<file path="src/rtl/interp_filt_pkg.sv">
// Shared types and defaults for the interpolation filter.
// Used by the tap generator and the downstream adder.
package interp_filt_pkg;

  localparam int DEF_DATA_WIDTH = 6;
  localparam int DEF_COEF_WIDTH = 6;
  localparam int DEF_COEF_FRAC  = 4;

  typedef enum logic {
    IDLE = 1'b0,
    RUN  = 1'b1
  } state_e;

endpackage

</file>
<file path="src/rtl/polyphase_tap_gen_sat_shift.sv">
// Arithmetic right shift of a signed product, then clamp
// to the signed output range.
module sat_shift #(
  parameter int IN_W  = 12,
  parameter int SHIFT = 4,
  parameter int OUT_W = 6
) (
  input  logic signed [IN_W-1:0]  din,
  output logic signed [OUT_W-1:0] dout
);

  localparam logic signed [IN_W-1:0] MAXV =
    IN_W'((2 ** (OUT_W - 1)) - 1);
  localparam logic signed [IN_W-1:0] MINV =
    IN_W'(-(2 ** (OUT_W - 1)));

  logic signed [IN_W-1:0] s;

  assign s = din >>> SHIFT;

  // Clamp the scaled product into the output width.
  always_comb begin
    dout = s[OUT_W-1:0];
    if (s > MAXV) begin
      dout = MAXV[OUT_W-1:0];
    end else if (s < MINV) begin
      dout = MINV[OUT_W-1:0];
    end
  end

endmodule

</file>
<file path="src/rtl/polyphase_tap_gen.sv">
// Polyphase tap generator: delay line plus one beat per
// phase of coefficient-weighted, saturated tap products.
module polyphase_tap_gen
  import interp_filt_pkg::*;
#(
  parameter int DATA_WIDTH = DEF_DATA_WIDTH,
  parameter int NUM_TAPS   = 2,
  parameter int INTERP     = 2,
  parameter int COEF_WIDTH = DEF_COEF_WIDTH,
  parameter int COEF_FRAC  = DEF_COEF_FRAC,
  localparam int PW        = $clog2(INTERP)
) (
  input  logic                                   clk,
  input  logic                                   rst_n,
  input  logic                                   in_valid,
  output logic                                   in_ready,
  input  logic [DATA_WIDTH-1:0]                  in_data,
  input  logic [INTERP*NUM_TAPS*COEF_WIDTH-1:0]  coef,
  output logic                                   out_valid,
  input  logic                                   out_ready,
  output logic [PW-1:0]                          out_phase,
  output logic [NUM_TAPS*DATA_WIDTH-1:0]         out_taps
);

  localparam logic [PW-1:0] LAST = PW'(INTERP - 1);
  localparam int PROD_W = DATA_WIDTH + COEF_WIDTH;

  state_e state_q, state_d;
  logic [PW-1:0] phase_q, phase_d;
  logic signed [DATA_WIDTH-1:0] x_q [NUM_TAPS];
  logic signed [DATA_WIDTH-1:0] x_d [NUM_TAPS];

  logic xfer;
  logic last;
  logic accept;

  assign out_valid = (state_q == RUN);
  assign out_phase = phase_q;
  assign xfer      = out_valid && out_ready;
  assign last      = (phase_q == LAST);
  assign in_ready  = (state_q == IDLE) || (xfer && last);
  assign accept    = in_valid && in_ready;

  // Next state: shift on accept, advance phase on transfer.
  always_comb begin
    state_d = state_q;
    phase_d = phase_q;
    for (int k = 0; k < NUM_TAPS; k++) begin
      x_d[k] = x_q[k];
    end
    if (accept) begin
      x_d[0] = $signed(in_data);
      for (int k = 1; k < NUM_TAPS; k++) begin
        x_d[k] = x_q[k-1];
      end
      phase_d = '0;
      state_d = RUN;
    end else if (xfer) begin
      if (last) begin
        state_d = IDLE;
      end else begin
        phase_d = phase_q + 1'b1;
      end
    end
  end

  // State, phase and delay-line registers.
  always_ff @(posedge clk or negedge rst_n) begin
    if (!rst_n) begin
      state_q <= IDLE;
      phase_q <= '0;
      for (int k = 0; k < NUM_TAPS; k++) begin
        x_q[k] <= '0;
      end
    end else begin
      state_q <= state_d;
      phase_q <= phase_d;
      for (int k = 0; k < NUM_TAPS; k++) begin
        x_q[k] <= x_d[k];
      end
    end
  end

  for (genvar k = 0; k < NUM_TAPS; k++) begin : g_tap
    logic signed [COEF_WIDTH-1:0] c;
    logic signed [PROD_W-1:0]     prod;

    assign c = $signed(coef[(int'(phase_q) * NUM_TAPS + k)
                            * COEF_WIDTH +: COEF_WIDTH]);
    assign prod = x_q[k] * c;

    sat_shift #(
      .IN_W  (PROD_W),
      .SHIFT (COEF_FRAC),
      .OUT_W (DATA_WIDTH)
    ) u_sat (
      .din  (prod),
      .dout (out_taps[k*DATA_WIDTH +: DATA_WIDTH])
    );
  end

endmodule

</file>
<file path="config.mk">
export PLATFORM = sky130hd
export DESIGN_NAME = polyphase_tap_gen
export DESIGN_NICKNAME = d
export VERILOG_FILES = /design/src/rtl/interp_filt_pkg.sv /design/src/rtl/polyphase_tap_gen_sat_shift.sv /design/src/rtl/polyphase_tap_gen.sv
export SDC_FILE = /design/constraint.sdc
export NUM_CORES = 1
export LEC_CHECK = 0
export CORE_ASPECT_RATIO = 2
export CORE_UTILIZATION = 55
export CTS_CLUSTER_DIAMETER = 50
export DETAILED_ROUTE_END_ITERATION = 7
export GPL_TIMING_DRIVEN = 0
export MAX_ROUTING_LAYER = met4
export PLACE_DENSITY = 0.8
export SYNTH_ARGS = -nofsm -noshare
export SYNTH_HDL_FRONTEND = slang
export SYNTH_HIERARCHICAL = 1
export SYNTH_SLANG_ARGS = --single-unit
</file>
<file path="constraint.sdc">
create_clock -name clk -period 15.22 [get_ports clk]
set_clock_uncertainty 0.05 [all_clocks]
set_input_delay 3.044 -clock clk [delete_from_list [all_inputs] [get_ports clk]]
set_output_delay 3.044 -clock clk [all_outputs]
set_load 0.02 [all_outputs]
</file>
==> summary.md <==
| Metric | Value |
|---|---|
| Maximum Capacitance Violations | 0 |
| Final Max Tran Viols | 0 |
| FF+latch area | 350 sq um |
| Startpoint types | input port |
| Total Wirelength | between 7000 and 8000 um |
| Critical Path RT | 12.13 ns |
| WP depth | 19 |
| Post-route ant nets | 0 |
| Wire length per cell | 14.7 um |
| Die area | 6840 sq um |
| Core Region | about 6300 sq um |
| Post-cts gate resize count | 0 |
| Clk sinks | 14 |
| Largest net degree at the start of global routing | 15 |
| Die width | 59.0 um |
| Number of cells on the worst reg-to-reg path | 6 |
| Mapped Nets | 493 |
| Num CTS Buffers | 3 |
| Ys Warns | 6 |
| Final setup viols | 0 |
| Final period util | between 70% and 80% |
| Worst Setup End Kind | output pin |
| # H-tree levels | 1 |
| CP dominant cell by count | fa_1 |
| Clock Root Buffer | clkbuf_16 |
| Hold Slack | 0.540 ns |
| Status | finished, final reports clean |
| First-pass GRT wire length | 12700 um |
| Crit path max-delay family | adder cells |
| Cell area after synthesis | 3570 sq um |
| Layout Nets | around 550 |
| Final core occ | 67.3% |
| Fillers | 524 |
| IO Port Bufs | 48 |
| Area of the multi-input gates | 2940 sq um |
| Synthesis-to-finish area growth | 19.0% |
| Reg2Reg Capture Point | x_q[3] |
| Cells after Synth | approximately 370 |
| Grt total ovfl | 0 |
| Min Tclk post-route | 11.91 ns |
| Syn avg cell area | 9.78 sq um |
| Setup TNS | 0 ns |
| DRC viols | 0 |
| First drt pass iteration count | 4 |
| DPL Wire Length | 6530 um |
| Fin. Hold Viols | 0 |
| Clock buffer depth | 2 |
| Max frequency | 0.0840 GHz |
| CP max stage delay | roughly 0.63 ns |
| Worst Path Buf+Inv | 6 |
| Postcts setup bufs | 0 |
| Worst Path Class, Setup | in2out |
| Chip height | 116 um |
| Clock transition at path regs | 0.04 ns |
| Share of cells above drive strength 1 | 5.76% |
| Worst skew pair latency | 0.24 ns |
| Via/cell ratio | 5.36 |
| I/O pin count | 49 |
| Crit path DAT | 8.82 ns |
| Max_slew headroom | a little under half |
| Gpl congestion | 0.845 |
| Worst Hold Class | reg2reg |
| Initial Util | between 50% and 60% |
| Vias in the first global route | 3010 |
| Worst Tran Pin Value | 0.788 ns |
| Critical path's slowest cell | clkdlybuf4s50_1 |
| Initial antenna violation count | 0 |
| Critical path startpoint | coef[18] |
| Crit path capture | out_taps[9] |
| Hold buffers post-CTS | 0 |
| Initial DRC count | 80 |
| Row count | 41 |
| CTS tree | built |
| Largest fanout on the critical path | 10 |
| Internal reg-to-reg setup slack | 13.76 ns |
| Critical-path cell list | clkdlybuf4s50_1, mux2i_1, nand2b_1, inv_1, fa_1, inv_1, fa_1, inv_1, fa_1, fa_1, fa_1, a21o_1, a21oi_1, nor2b_1, o311ai_1, buf_4, a21boi_1, o22ai_1, clkdlybuf4s50_1 |
| RSZ-0062 raised after global routing | no |
| Worst R2R Start | out_phase |
| Detailed-route via count | roughly 2700 |
| Ant. Diodes | 0 |
| Total GRT Usage | 25.1% |
==> final cells by class <==
| cell class | instances | area share (%) |
|---|---|---|
| timing repair buffer | 48 | 11.3 |
| tap | 86 | 2.53 |
| multi-input combinational | 287 | 69.3 |
| sequential | 14 | 8.25 |
| buffer | 9 | 1.68 |
| clock buffer | 4 | 2.09 |
| inverter | 55 | 4.86 |
==> sequential cells by signal (all words and copies together) (netlist names) <==
signal	flops
out_phase	1
out_valid	1
x_q	12
==> per-layer routing <==
metal  global-route usage, %  vias to the layer above  routed length (um)
li1                        -                     1277                   -
met1                    22.1                     1344                2310
met2                    50.8                       51                4670
met3                    1.23                       24                 105
met4                    11.4                        0                 298
met5                       -                        -                   0
==> worst min-delay path by stage <==
stage	start	slack (ns)	end	depth (start not counted)
after global routing	out_valid	0.57	out_valid	2
after CTS	out_valid	0.54	out_valid	2
after global placement	out_valid	0.52	out_valid	2
final	out_valid	0.54	out_valid	2
after detailed placement	out_valid	0.53	out_valid	2
after floorplan	x_q[0]	0.46	x_q[0]	1
==> through the flow <==
stage | cells | setup WS, ns | area, sq um
after floorplan | 365 | 4.69 | 3570
after global placement | 499 | 3.48 | 4160
after detailed placement | 499 | 3.34 | 4160
after CTS | 503 | 3.33 | 4250
after global routing | 503 | 3.06 | 4250
final | 503 | 3.31 | 4250
==> cells in the final DEF, fill, tap and decap left out, types with 3 or more instances in the layout <==
cell	instances
nand2b_1	14
fa_1	52
ha_1	42
dfrtp_1	14
a21boi_1	10
mux2i_2	3
xor2_1	4
buf_6	3
xnor2_1	17
nor2b_1	49
o21ai_0	3
buf_4	4
nor2_1	22
mux2_1	10
mux2i_1	11
nand2_1	4
o22ai_1	10
clkdlybuf4s50_1	48
clkbuf_16	3
inv_1	55
a21oi_1	5
==> tightest hold or removal path, cell delays in order, from the launching register on <==
cell and delay [ns]:
dfrtp_1 0.40, nand2_2 0.09, nand2b_1 0.07
Power is left out: the tool's default activity adds up to more than one toggle a clock period on the data nets, which glitch-free logic cannot reach.
